==> src/rtl/memory_access.sv <==
// -----------------------------------------------------------------------------
// memory_access -- memory stage of the in-order pipeline.
//
// Receives the registered execute-stage bundle, performs loads/stores over a
// request/acknowledge data bus, aligns and extends load data, flags misaligned
// accesses and forwards the control bundle to writeback.
//
// Ports
//   clk, rst_n                 clock, asynchronous active-low reset
//   *_in (pipeline bundle)     PC/next PC, ALU result (effective address),
//                              store data, CSR data, control flags, size,
//                              writeback select, rd/CSR addresses, valid,
//                              exception flag and cause
//   stall, invalidate          hazard-unit controls
//   mem_busy                   high while a bus access is outstanding
//   mem_req/we/addr/wdata/strobe  bus request side (registered)
//   mem_ack, mem_rdata         bus completion and read data
//   *_out (writeback bundle)   registered results; valid_out pulses for one
//                              cycle per completed instruction
//
// Optional feature
//   MEM_BUS_ERROR_EN  adds input mem_err, sampled with mem_ack; an errored
//                     completion reports exception cause 5 (load) / 7 (store).
// -----------------------------------------------------------------------------
module memory_access (
    input  logic        clk,
    input  logic        rst_n,
    input  logic [31:0] pc_in,
    input  logic [31:0] next_pc_in,
    input  logic [31:0] alu_data_in,
    input  logic [31:0] rs2_data_in,
    input  logic [31:0] csr_data_in,
    input  logic        branch_taken_in,
    input  logic        load_in,
    input  logic        store_in,
    input  logic        load_signed_in,
    input  logic        csr_write_in,
    input  logic        mret_in,
    input  logic        wfi_in,
    input  logic [1:0]  load_store_size_in,
    input  logic [1:0]  write_select_in,
    input  logic [4:0]  rd_address_in,
    input  logic [11:0] csr_address_in,
    input  logic        valid_in,
    input  logic        exception_in,
    input  logic [3:0]  ecause_in,
    input  logic        stall,
    input  logic        invalidate,
    output logic        mem_busy,
    output logic        mem_req,
    output logic        mem_we,
    output logic [31:0] mem_addr,
    output logic [31:0] mem_wdata,
    output logic [3:0]  mem_strobe,
    input  logic        mem_ack,
`ifdef MEM_BUS_ERROR_EN
    input  logic        mem_err,
`endif
    input  logic [31:0] mem_rdata,
    output logic [31:0] pc_out,
    output logic [31:0] next_pc_out,
    output logic [31:0] alu_data_out,
    output logic [31:0] csr_data_out,
    output logic [31:0] load_data_out,
    output logic        branch_taken_out,
    output logic        csr_write_out,
    output logic        mret_out,
    output logic        wfi_out,
    output logic        valid_out,
    output logic        exception_out,
    output logic [1:0]  write_select_out,
    output logic [4:0]  rd_address_out,
    output logic [11:0] csr_address_out,
    output logic [3:0]  ecause_out
);

    typedef enum logic [0:0] {IDLE, ACCESS} state_t;

    // Fields that travel unchanged to writeback.
    typedef struct packed {
        logic [31:0] pc;
        logic [31:0] next_pc;
        logic [31:0] alu;
        logic [31:0] csr_data;
        logic        branch_taken;
        logic        csr_write;
        logic        mret;
        logic        wfi;
        logic [1:0]  write_select;
        logic [4:0]  rd;
        logic [11:0] csr_addr;
    } wb_t;

    state_t      state_q, state_d;

    // Instruction held while the bus access is outstanding
    wb_t         acc_wb_q, acc_wb_d;
    logic        acc_load_q, acc_load_d;
    logic        acc_signed_q, acc_signed_d;
    logic [1:0]  acc_size_q, acc_size_d;
    logic [3:0]  acc_ecause_q, acc_ecause_d;
    logic        kill_q, kill_d;

    // Bus request registers
    logic        mem_req_q, mem_req_d;
    logic        mem_we_q, mem_we_d;
    logic [31:0] mem_addr_q, mem_addr_d;
    logic [31:0] mem_wdata_q, mem_wdata_d;
    logic [3:0]  mem_strobe_q, mem_strobe_d;

    // Writeback output registers
    wb_t         out_wb_q, out_wb_d;
    logic        exc_q, exc_d;
    logic [3:0]  ecause_q, ecause_d;
    logic [31:0] ld_q, ld_d;
    logic        valid_q, valid_d;

    wb_t         wb_in;
    logic        bus_err;
    logic        accept;
    logic        is_mem_in;
    logic        misaligned_in;
    logic        pass_now;
    logic        start_bus;
    logic        ack_done;

`ifdef MEM_BUS_ERROR_EN
    assign bus_err = mem_err;
`else
    assign bus_err = 1'b0;
`endif

    // ------------------------------------------------------------------
    // Helpers
    // ------------------------------------------------------------------
    function automatic logic [3:0] strobe_of(input logic [1:0] size,
                                             input logic [1:0] off);
        logic [3:0] s;
        case (size)
            2'd0:    s = 4'b0001 << off;
            2'd1:    s = off[1] ? 4'b1100 : 4'b0011;
            default: s = 4'b1111;
        endcase
        return s;
    endfunction

    function automatic logic [31:0] wdata_of(input logic [1:0]  size,
                                             input logic [31:0] d);
        logic [31:0] w;
        case (size)
            2'd0:    w = {4{d[7:0]}};
            2'd1:    w = {2{d[15:0]}};
            default: w = d;
        endcase
        return w;
    endfunction

    function automatic logic [31:0] extract(input logic [31:0] rdata,
                                            input logic [1:0]  off,
                                            input logic [1:0]  size,
                                            input logic        sgn);
        logic [31:0] s;
        logic [31:0] r;
        s = rdata >> {off, 3'b000};
        case (size)
            2'd0:    r = {{24{sgn & s[7]}}, s[7:0]};
            2'd1:    r = {{16{sgn & s[15]}}, s[15:0]};
            default: r = s;
        endcase
        return r;
    endfunction

    // ------------------------------------------------------------------
    // Decode of the incoming instruction
    // ------------------------------------------------------------------
    always_comb begin
        wb_in              = '0;
        wb_in.pc           = pc_in;
        wb_in.next_pc      = next_pc_in;
        wb_in.alu          = alu_data_in;
        wb_in.csr_data     = csr_data_in;
        wb_in.branch_taken = branch_taken_in;
        wb_in.csr_write    = csr_write_in;
        wb_in.mret         = mret_in;
        wb_in.wfi          = wfi_in;
        wb_in.write_select = write_select_in;
        wb_in.rd           = rd_address_in;
        wb_in.csr_addr     = csr_address_in;
    end

    assign accept        = (state_q == IDLE) && valid_in && !stall && !invalidate;
    assign is_mem_in     = load_in | store_in;
    assign misaligned_in = ((load_store_size_in == 2'd1) && alu_data_in[0]) ||
                           (load_store_size_in[1] && (alu_data_in[1:0] != 2'b00));
    // Upstream exceptions take precedence over alignment checking.
    assign pass_now      = accept && (!is_mem_in || exception_in || misaligned_in);
    assign start_bus     = accept && is_mem_in && !exception_in && !misaligned_in;
    assign ack_done      = (state_q == ACCESS) && mem_ack;

    // ------------------------------------------------------------------
    // FSM: state register
    // ------------------------------------------------------------------
    always_ff @(posedge clk or negedge rst_n) begin
        if (!rst_n) begin
            state_q <= IDLE;
        end else begin
            state_q <= state_d;
        end
    end

    // FSM: next state
    always_comb begin
        state_d = state_q;
        case (state_q)
            IDLE:    if (start_bus) state_d = ACCESS;
            ACCESS:  if (mem_ack)   state_d = IDLE;
            default: state_d = IDLE;
        endcase
    end

    // FSM: outputs
    always_comb begin
        mem_busy = (state_q == ACCESS);
    end

    // ------------------------------------------------------------------
    // Datapath next-state
    // ------------------------------------------------------------------
    always_comb begin
        acc_wb_d     = acc_wb_q;
        acc_load_d   = acc_load_q;
        acc_signed_d = acc_signed_q;
        acc_size_d   = acc_size_q;
        acc_ecause_d = acc_ecause_q;
        mem_req_d    = mem_req_q;
        mem_we_d     = mem_we_q;
        mem_addr_d   = mem_addr_q;
        mem_wdata_d  = mem_wdata_q;
        mem_strobe_d = mem_strobe_q;
        out_wb_d     = out_wb_q;
        exc_d        = exc_q;
        ecause_d     = ecause_q;
        ld_d         = ld_q;
        valid_d      = 1'b0;
        // A kill seen at any point of the access suppresses its completion.
        kill_d       = (state_q == ACCESS) ? (kill_q | invalidate) : 1'b0;

        if (pass_now) begin
            out_wb_d = wb_in;
            ld_d     = '0;
            valid_d  = 1'b1;
            if (!exception_in && misaligned_in) begin
                exc_d    = 1'b1;
                ecause_d = load_in ? 4'd4 : 4'd6;
            end else begin
                exc_d    = exception_in;
                ecause_d = ecause_in;
            end
        end

        if (start_bus) begin
            acc_wb_d     = wb_in;
            acc_load_d   = load_in;
            acc_signed_d = load_signed_in;
            acc_size_d   = load_store_size_in;
            acc_ecause_d = ecause_in;
            mem_req_d    = 1'b1;
            mem_we_d     = store_in;
            mem_addr_d   = {alu_data_in[31:2], 2'b00};
            mem_wdata_d  = wdata_of(load_store_size_in, rs2_data_in);
            mem_strobe_d = strobe_of(load_store_size_in, alu_data_in[1:0]);
        end

        if (ack_done) begin
            mem_req_d = 1'b0;
            out_wb_d  = acc_wb_q;
            valid_d   = !(kill_q | invalidate);
            if (bus_err) begin
                exc_d    = 1'b1;
                ecause_d = acc_load_q ? 4'd5 : 4'd7;
                ld_d     = '0;
            end else begin
                exc_d    = 1'b0;
                ecause_d = acc_ecause_q;
                ld_d     = acc_load_q ? extract(mem_rdata, acc_wb_q.alu[1:0],
                                                acc_size_q, acc_signed_q)
                                      : '0;
            end
        end
    end

    // ------------------------------------------------------------------
    // Datapath registers
    // ------------------------------------------------------------------
    always_ff @(posedge clk or negedge rst_n) begin
        if (!rst_n) begin
            acc_wb_q     <= '0;
            acc_load_q   <= 1'b0;
            acc_signed_q <= 1'b0;
            acc_size_q   <= '0;
            acc_ecause_q <= '0;
            kill_q       <= 1'b0;
            mem_req_q    <= 1'b0;
            mem_we_q     <= 1'b0;
            mem_addr_q   <= '0;
            mem_wdata_q  <= '0;
            mem_strobe_q <= '0;
            out_wb_q     <= '0;
            exc_q        <= 1'b0;
            ecause_q     <= '0;
            ld_q         <= '0;
            valid_q      <= 1'b0;
        end else begin
            acc_wb_q     <= acc_wb_d;
            acc_load_q   <= acc_load_d;
            acc_signed_q <= acc_signed_d;
            acc_size_q   <= acc_size_d;
            acc_ecause_q <= acc_ecause_d;
            kill_q       <= kill_d;
            mem_req_q    <= mem_req_d;
            mem_we_q     <= mem_we_d;
            mem_addr_q   <= mem_addr_d;
            mem_wdata_q  <= mem_wdata_d;
            mem_strobe_q <= mem_strobe_d;
            out_wb_q     <= out_wb_d;
            exc_q        <= exc_d;
            ecause_q     <= ecause_d;
            ld_q         <= ld_d;
            valid_q      <= valid_d;
        end
    end

    assign mem_req          = mem_req_q;
    assign mem_we           = mem_we_q;
    assign mem_addr         = mem_addr_q;
    assign mem_wdata        = mem_wdata_q;
    assign mem_strobe       = mem_strobe_q;

    assign pc_out           = out_wb_q.pc;
    assign next_pc_out      = out_wb_q.next_pc;
    assign alu_data_out     = out_wb_q.alu;
    assign csr_data_out     = out_wb_q.csr_data;
    assign branch_taken_out = out_wb_q.branch_taken;
    assign csr_write_out    = out_wb_q.csr_write;
    assign mret_out         = out_wb_q.mret;
    assign wfi_out          = out_wb_q.wfi;
    assign write_select_out = out_wb_q.write_select;
    assign rd_address_out   = out_wb_q.rd;
    assign csr_address_out  = out_wb_q.csr_addr;
    assign load_data_out    = ld_q;
    assign exception_out    = exc_q;
    assign ecause_out       = ecause_q;
    assign valid_out        = valid_q;

endmodule

==> config.mk <==
export PLATFORM = sky130hd
export DESIGN_NAME = memory_access
export DESIGN_NICKNAME = d
export VERILOG_FILES = /design/src/rtl/memory_access.sv
export SDC_FILE = /design/constraint.sdc
export NUM_CORES = 1
export LEC_CHECK = 0
export BUFFER_PORTS_ARGS = -buffer_cell sky130_fd_sc_hd__buf_4
export CORE_ASPECT_RATIO = 1.4
export CORE_UTILIZATION = 35
export DETAILED_ROUTE_END_ITERATION = 8
export PLACE_DENSITY = 0.68
export SETUP_SLACK_MARGIN = 0.3
export SYNTH_ARGS = -nofsm -noshare
export SYNTH_HDL_FRONTEND = slang
export SYNTH_SLANG_ARGS = --single-unit
==> constraint.sdc <==
create_clock -name clk -period 2.2 [get_ports clk]
set_clock_uncertainty 0.1 [all_clocks]
set_input_delay 0.11 -clock clk [delete_from_list [all_inputs] [get_ports clk]]
set_output_delay 0.11 -clock clk [all_outputs]
set_load 0.01 [all_outputs]
==> impl_metrics.tcl, run 1 <==
set metrics [dict create \
    status "finished, final reports clean" \
    fin_ws_ns 0.0696 \
    antenna_found_initial 0 \
    drt_iter0_drc 835 \
    grt_max_degree 108 \
    clock_path_buffers 3 \
    die_area_mm2 0.0492 \
    grt_pass1_wl_um 90300 \
    yosys-top-cells-area "dfrtp_1 (57%), mux2_4 (7.7%), mux2_2 (5.3%), nand3_1 (5.3%), nand2_1 (4.6%)" \
    cp.required_ns 2.52 \
    synth_top_family_by_area "multiplexers" \
    routedWlPerCell_um 21.4 \
    pin_count 491 \
    place_ws_ns 0.0398 \
    clk_pin_slew_ns 0.06 \
    portBuffers 488 \
    drive_gt1_share_pct 42.2 \
    worst_slew_pin_slew_ns 0.664 \
    first_global_vias 16151 \
    worstSetupPathType "flop to flop" \
    synth_edf_count 0 \
    dp_hpwl_um 34800 \
    grtUsageTotal_pct 23.4 \
    synth_compound_area_share_pct 7.09 \
    die_h_um 262 \
    slew_headroom_pct 55.7 \
    cts_root_buffer "clkbuf_16" \
    synth_top_area_cell "dfrtp_1" \
    crit_fanout 7 \
    regArea_mm2 0.00971 \
    rsz0062_at_grt "yes" \
    async_flop_share_pct 100 \
    area_growth_pct 56.6 \
    clk_latency_ns 0.56 \
    cts_tree "built" \
    cp-start-kind "flop" \
    route.detailed.drc 0 \
    yosys.area_share.simple_pct 14.9 \
    end_kind "flop" \
    setup_viol 0 \
    dr_total_vias 15038 \
    gp_congestion 0.908 \
    maxSlewViolCount 0 \
    synth_top_area_share_pct 57.4 \
    die_w_um 188 \
    numCtsBuffers 41 \
    synth_flop_cell "dfrtp_1" \
    cts_sinks 388 \
    drt-total-wl_um 61000 \
    finalHoldViolCount 0 \
    synth_warnings 0 \
    power_leakage_nw 13.0 \
    synth-xor-area-share_pct 0 \
    avgSynthCellArea_um2 11.3 \
    core-area_mm2 0.0474 \
    grt-ovfl-total 0 \
    nFillCells 3684 \
    synth_seq_area_share_pct 57.4 \
    htreeDepth 2 \
    max_freq_mhz 469 \
    setup_tns_ns 0 \
    row_count 94 \
    finalCritPeriodShare_pct 96.8 \
    syn_area_mm2 0.0169 \
    via_per_inst 5.28 \
    synthCells 1492 \
    initial_core_util_pct 35.7 \
    diodes 0 \
    maxCapViolations 0 \
    synthMuxAreaShare_pct 15.7 \
    hp-class "input port to flop" \
    arrival_ns 2.45 \
    peakVddDrop_v 0.000856 \
    layout_min_cycle_time_ns 2.13 \
    power_density_mw_per_mm2 1160 \
    dr.pass1.iters 5 \
    final_antenna_net_count 0 \
    ys_ff_latch 388 \
    synth_fa_ha_area_share_pct 0 \
    ys_types 41 \
    multi_input_area_mm2 0.00709 \
    final_nets 2426 \
]
==> area by class of cell <==
cell class                 count  share of cell area, %
inverter                       4                 0.0567
clock inverter                14                  0.666
tap                          624                   2.95
sequential                   388                   36.7
clock buffer                  56                   4.31
timing repair buffer         805                   28.6
multi-input combinational    955                   26.8
==> cell families after synthesis <==
kind of cell / after synthesis
other: 1
AOI/OAI and AO/OA: 179
muxes: 210
and+or+nand+nor: 564
buffers and inverters: 150
DFF: 388
==> placed cells by master (no fill, tap or decap), types with 14 or more instances in the layout <==
| cell type | n |
|---|---|
| o22ai_1 | 57 |
| o21ai_1 | 14 |
| mux2_2 | 80 |
| nor3_1 | 66 |
| buf_16 | 22 |
| dfrtp_1 | 387 |
| dlygate4sd3_1 | 226 |
| nand3_2 | 75 |
| buf_12 | 22 |
| nand3_1 | 98 |
| buf_4 | 515 |
| clkbuf_16 | 50 |
| nor2_1 | 90 |
| mux2i_1 | 41 |
| a21oi_1 | 26 |
| mux2_4 | 87 |
| nand2_1 | 198 |
==> Yosys cell counts (3+ instances only) <==
cell type and n:
clkbuf_1 43, o21ai_0 16, dfrtp_1 388, nand2_1 208, mux2_2 80, o21ai_1 14, o22ai_1 64, a211o_1 8
a221o_1 8, a21oi_1 28, a32o_1 8, nor2_1 91, nor2b_1 8, nor3_1 67, a211oi_1 7, inv_1 4
buf_1 25, a21o_1 3, buf_4 35, buf_6 12, mux2i_1 41, buf_2 31, o2bb2ai_1 16, nand3_1 180
mux2_4 87
==> worst paths after layout <==
kind / startpoint / end / slack, ns / cells past startpoint
worst max-delay path: mem_busy / acc_wb_q[135] / 0.07 / 6
worst min-delay path: invalidate / exception_out / 0.05 / 5
worst max register to register: mem_busy / acc_wb_q[135] / 0.07 / 6
worst min register to register: mem_wdata[9] / mem_wdata[9] / 0.38 / 2
max in group asynchronous: rst_n / acc_wb_q[59] / 1.15 / 3
min in group asynchronous: rst_n / next_pc_out[6] / 0.08 / 2
==> metal layers <==
metal | GRT usage, % | vias to the layer above | share of wire, %
li1 | - | 6627 | -
met2 | 41.2 | 600 | 52
met4 | 13.5 | 0 | 5.7
met3 | 4.05 | 201 | 5.2
met1 | 26.9 | 7610 | 37
met5 | 0 | - | 0
==> timing repair <==
action | 4_1_cts | 5_1_grt
setup buffers | 18 | 3
resized for setup | 114 | 72
cloned | 19 | 9
hold buffers | 226 | 0
pin swaps | 70 | 40
endpoints found under the setup margin | 380 | 387
endpoints found under the hold margin | 747 | 0
==> report_power, final <==
group	internal (mW)	switching, mW
clock	4.00	2.97
sequential	9.97	2.02
combinational	6.18	5.53
==> critical path: stages, from the launching register on <==
cell      delay, ns
dfrtp_1        0.39
or4b_4         0.53
nand4b_4       0.23
buf_12         0.20
buf_12         0.14
buf_16         0.14
mux2_2         0.27
==> registers in the layout, summed over array words and instances (netlist names), 12 cells and up <==
register	count
pc_out	32
csr_address_out	12
mem_wdata	32
load_data_out	32
acc_wb_q	151
csr_data_out	32
alu_data_out	32
next_pc_out	32
==> through the flow <==
step                hold slack (ns)  util, %  cell area (um^2)  std cells  power [mW]
floorplan                    -0.286        -             17000       1493        16.9
global placement             0.0552     44.5             21100       2501        21.9
detailed placement           0.0578     44.5             21100       2501        22.2
CTS                          0.0136     54.6             25900       2834        30.3
global route                 0.0457     55.9             26500       2846        32.2
finish                       0.0509     55.9             26500       2846        30.7
Note: power is estimated with default switching activity, not from simulation.
==> run 2, diff against run 1 <==
--- a/config.mk
+++ b/config.mk
@@ -8,8 +8,8 @@
 export BUFFER_PORTS_ARGS = -buffer_cell sky130_fd_sc_hd__buf_4
 export CORE_ASPECT_RATIO = 1.4
 export CORE_UTILIZATION = 35
+export CTS_CLUSTER_DIAMETER = 60
 export DETAILED_ROUTE_END_ITERATION = 8
-export PLACE_DENSITY = 0.68
 export SETUP_SLACK_MARGIN = 0.3
 export SYNTH_ARGS = -nofsm -noshare
 export SYNTH_HDL_FRONTEND = slang
==> run 2 against run 1 <==
Flip-flop and latch count unchanged. Worst hold slack got worse by 0.046 ns. Global-route usage increased by 0.78 points. Cell area decreased by 0.41%. Combinational power about the same. Critical path depth increased by 1. Sequential power about the same. Fmax increased by 0.41%. Largest cell class unchanged.
==> impl_metrics.tcl, run 2 (synthesized netlist as in run 1, its figures left out) <==
set metrics [dict create \
    cp.required_ns 2.53 \
    final_common_cell "buf_4" \
    die_h_um 262 \
    first_global_vias 15663 \
    path_cells "or4b_4 > buf_6 > a31o_4 > buf_4 > buf_6 > nand3_1 > nand3_1" \
    cts_root_buffer "clkbuf_16" \
    finalCritPeriodShare_pct 96.4 \
    route.detailed.drc 0 \
    grt_max_degree 73 \
    instances_no_fill 2872 \
    layout_min_cycle_time_ns 2.12 \
    dr_total_vias 14838 \
    status "finished, final reports clean" \
    hp-class "input port to async pin" \
    cp-start-kind "flop" \
    end_kind "flop" \
    cts_tree "built" \
    dp_hpwl_um 35800 \
    top_register "acc_wb_q" \
    die_area_mm2 0.0492 \
    clock_path_buffers 3 \
    core-area_mm2 0.0474 \
    drt_iter0_drc 824 \
    power_density_mw_per_mm2 1160 \
    final_antenna_net_count 0 \
    maxCapViolations 0 \
    nFillCells 3968 \
    slowest_delay_ns 0.51 \
    routedWlPerCell_um 21.6 \
    dr.pass1.iters 5 \
    numCtsBuffers 43 \
    maxSlewViolCount 0 \
    peakVddDrop_v 0.000786 \
    final_nets 2445 \
    antenna_found_initial 3 \
    grt-ovfl-total 0 \
    portBuffers 488 \
    grtUsageTotal_pct 24.2 \
    finalHoldViolCount 0 \
    rsz0062_at_grt "yes" \
    worst_slew_pin_slew_ns 0.693 \
    area_growth_pct 56.0 \
    arrival_ns 2.46 \
    pin_count 491 \
    cts_sinks 388 \
    drt-total-wl_um 62000 \
    slew_headroom_pct 53.8 \
    clk_latency_ns 0.57 \
    max_freq_mhz 471 \
    largest_register_ff_count 151 \
    cpMaxStageDelayCell "or4b_4" \
    setup_tns_ns 0 \
    crit_fanout 10 \
    grt_pass1_wl_um 92000 \
    die_w_um 188 \
    gp_congestion 0.835 \
    worstSetupPathType "flop to flop" \
    initial_core_util_pct 35.7 \
    p_total_mw 30.5 \
    via_per_inst 5.17 \
    power_leakage_nw 12.9 \
    drive_gt1_share_pct 38.9 \
    final_cell_mix "buf_4 (519), dfrtp_1 (387), dlygate4sd3_1 (223), nand2_1 (205), nand3_1 (180)" \
    setup_viol 0 \
    clk_pin_slew_ns 0.06 \
    row_count 94 \
    post-place-cells 2507 \
    htreeDepth 2 \
    r2r_cells 7 \
]
==> run 2: final cells by class <==
type                    count  area, um^2  share of cell area, %
well taps                 624         781                   2.96
clock inverters            15         171                  0.650
repair buffers            819        7860                   29.8
diodes                      2        5.00                 0.0190
flip-flops and latches    388        9710                   36.8
multi-input cells         958        6610                   25.1
clock buffers              62        1240                   4.69
inverters                   4        15.0                 0.0569
==> run 2: power breakdown <==
part | internal [mW] | switching (mW)
Combinational | 6.07 | 5.35
Sequential | 9.97 | 1.84
Clock | 4.27 | 3.00
==> run 2: final timing paths <==
check                                       from                to  slack, ns
setup / recovery                        mem_busy        pc_out[14]       0.08
hold / removal                             rst_n      mem_wdata[0]      0.005
setup reg to reg                        mem_busy        pc_out[14]       0.08
hold reg to reg                    acc_wb_q[125]         pc_out[6]       0.37
max in group asynchronous                  rst_n  branch_taken_out       1.16
min in group clk           load_store_size_in[1]     mem_strobe[1]       0.05
==> run 2: metal layers <==
metal	track usage [%]	wire length (um)	up-vias
li1	-	-	6689
met1	28.1	23900	7457
met2	43.2	32100	539
met3	4.35	3020	151
met4	11.2	2930	2
met5	0	13	-
==> run 2: metrics by stage <==
stage	setup WS (ns)	instance area, um^2	hold slack, ns	util [%]
3_5_place_dp	0.00763	21200	0.0114	44.7
6_report	0.0784	26400	0.00479	55.7
4_1_cts	0.0916	26000	0.00715	54.8
2_1_floorplan	0.130	17000	-0.286	-
3_3_place_gp	0.0396	21200	0.00295	44.7
5_1_grt	0.0113	26400	0.0188	55.7
==> run 2: repair_timing <==
action,4_1_cts,5_1_grt
cloned,29,11
pin swaps,4,20
hold buffers,223,0
resized for setup,73,29
setup buffers,20,3
endpoints found under the setup margin,380,387
hold endpoints to repair,708,0
==> run 2: worst max-delay path: cells and delay by family, from the launching register on <==
kind	cells	cell delay, ns
compound gates	1	0.32
flops	1	0.37
buf+inv	3	0.50
simple gates	3	0.69
==> run 3, diff against run 2 <==
--- a/config.mk
+++ b/config.mk
@@ -6,7 +6,7 @@
 export NUM_CORES = 1
 export LEC_CHECK = 0
 export BUFFER_PORTS_ARGS = -buffer_cell sky130_fd_sc_hd__buf_4
-export CORE_ASPECT_RATIO = 1.4
+export CORE_ASPECT_RATIO = 0.5
 export CORE_UTILIZATION = 35
 export CTS_CLUSTER_DIAMETER = 60
 export DETAILED_ROUTE_END_ITERATION = 8
==> run 3 against run 2 <==
First-iteration DRC count is 41% higher. Cell area fell by 1.2%. Power shrank 2.0%. Fmax up 0.42%. Worst hold slack improved by 0.027 ns. Setup slack improved by 0.0088 ns. Flip-flop and latch count unchanged. Via count down 1.5%. Critical path depth shrank 2. Sequential share of layout area increased by 0.43 points. Utilization is 0.53 points lower. Critical path type unchanged. Largest power group unchanged.
==> impl_metrics.tcl, run 3 (synthesized netlist as in run 1, its figures left out) <==
set metrics [dict create \
    power_leakage_nw 12.8 \
    route.detailed.drc 0 \
    startpoint "mem_busy" \
    cp-start-kind "flop" \
    cpMostUsedCell "buf_12" \
    worst-path-buf-inv 2 \
    p_total_mw 29.9 \
    pwr-share-comb_pct 38.5 \
    drt-total-wl_um 60900 \
    worstSetupPathType "flop to flop" \
    r2r_setup_slack_ns 0.09 \
    setup.worst_path.end "acc_wb_q[60]" \
    final_antenna_net_count 0 \
    slowest_delay_ns 0.51 \
    grt-ovfl-total 0 \
    numCtsBuffers 39 \
    drt_iter0_drc 1165 \
    max_freq_mhz 473 \
    drive_gt1_share_pct 40.2 \
    peakVddDrop_v 0.000512 \
    worst_slew_pin_slew_ns 0.693 \
    largest_register_ff_count 151 \
    routedWlPerCell_um 21.2 \
    die_h_um 157 \
    via_per_inst 5.09 \
    clk_latency_ns 0.54 \
    power.net_switching_mw 10.2 \
    arrival_ns 2.43 \
    fin_ws_ns 0.0872 \
    r2r_start "mem_busy" \
    wl_met1_um 24800 \
    rsz0062_at_grt "yes" \
    clk_pin_slew_ns 0.07 \
    nFillCells 3993 \
    postLayoutCellArea_mm2 0.0261 \
    dr.pass1.iters 5 \
    die_area_mm2 0.0493 \
    seqPwrFrac_pct 39.1 \
    setup_viol 0 \
    end_kind "flop" \
    core-area_mm2 0.0473 \
    final_nets 2432 \
    die_w_um 313 \
    dr_total_vias 14613 \
    r2r_cells 5 \
    finalHoldViolCount 0 \
    pin_count 491 \
    dr_wl_met2_um 30400 \
    place_ws_ns 0.00350 \
    cp.required_ns 2.51 \
    row_count 56 \
    final_cell_mix "buf_4 (524), dfrtp_1 (387), dlygate4sd3_1 (223), nand2_1 (177), nand3_1 (170)" \
    portBuffers 488 \
    path_cells "or4b_4 > nand4b_4 > buf_12 > buf_12 > mux2_4" \
    maxCapViolations 0 \
    crit_fanout 15 \
    whs_ns 0.0315 \
    status "finished, final reports clean" \
    cpMaxStageDelayCell "or4b_4" \
    maxSlewViolCount 0 \
    slew_headroom_pct 53.8 \
    multi_input_area_mm2 0.00684 \
    clock_path_buffers 3 \
    regArea_mm2 0.00971 \
    cp_num_cells 5 \
    area_growth_pct 54.2 \
    layout_min_cycle_time_ns 2.11 \
    finalCritPeriodShare_pct 96.0 \
    r2r_end "acc_wb_q[60]" \
    power_density_mw_per_mm2 1150 \
    htreeDepth 2 \
    dr_wl_met3_um 2470 \
    first_global_vias 14584 \
    clkPwrFrac_pct 22.4 \
    grt_pass1_wl_um 87600 \
    highest_layer "met4" \
    hp-class "input port to flop" \
    final_common_cell "buf_4" \
    place_area_mm2 0.0213 \
    grt_max_degree 122 \
    dp_hpwl_um 36400 \
    cts_tree "built" \
    antenna_found_initial 3 \
    top_register "acc_wb_q" \
    switching_share_pct 34.0 \
    grtUsageTotal_pct 23.0 \
    cts_root_buffer "clkbuf_16" \
    path_delay_family "simple AND/OR/NAND/NOR gates" \
    initial_core_util_pct 35.8 \
    gp_congestion 0.902 \
    setup_tns_ns 0 \
    cts_sinks 388 \
    p_int_mw 19.7 \
]
run 3: through the flow:
step / instances / utilization [%]
2_1_floorplan: 1493 / -
3_3_place_gp: 2530 / 45.1
3_5_place_dp: 2530 / 45.1
4_1_cts: 2843 / 53.5
5_1_grt: 2870 / 55.1
6_report: 2872 / 55.1
run 3: power by group through the flow:
stage / Clock [mW] / Combinational [mW] / Sequential (mW)
2_1_floorplan: 0 / 4.65 / 12.3
3_3_place_gp: 0 / 10.5 / 11.6
3_5_place_dp: 0 / 10.6 / 11.7
4_1_cts: 6.82 / 11.2 / 11.6
5_1_grt: 7.13 / 12.3 / 12.0
6_report: 6.70 / 11.5 / 11.7
run 3: worst min path at each step:
stage	startpoint	end	slack (ns)	cells after the start
global placement	rst_n	mem_wdata[24]	-0.008	1
global route	alu_data_in[0]	mem_strobe[3]	0.03	4
floorplan	rst_n	acc_ecause_q[0]	-0.29	0
finish	alu_data_in[0]	mem_strobe[3]	0.03	4
detailed placement	rst_n	mem_wdata[25]	-0.007	1
CTS	rst_n	mem_wdata[18]	0.01	2
run 3: final cells by class:
class | count | area share, %
Antenna cell | 5 | 0.0480
Clock buffer | 59 | 4.58
Clock inverter | 10 | 0.245
Inverter | 4 | 0.0576
Multi-Input combinational cell | 959 | 26.2
Sequential cell | 388 | 37.2
Tap cell | 638 | 3.06
Timing Repair Buffer | 809 | 28.6
run 3: metal layers:
metal	global-route usage (%)	vias to the layer above
met4	12.2	0
met1	28.9	7373
met5	0	-
met3	3.91	174
met2	38.3	416
li1	-	6650
run 3: what timing repair did:
| item | in CTS | in global routing |
|---|---|---|
| cloned | 13 | 16 |
| endpoints found under the setup margin | 367 | 385 |
| buffers inserted | 8 | 8 |
| pin swaps | 18 | 33 |
| gates resized for setup | 29 | 114 |
| endpoints found under the hold margin | 770 | 0 |
| hold buffers | 223 | 0 |
run 3: tightest hold or removal path, delay by kind of cell:
kind | cells | cell delay, ns
buffers and inverters | 1 | 0.13
AOI/OAI and AO/OA | 2 | 0.30
and+or+nand+nor | 1 | 0.07
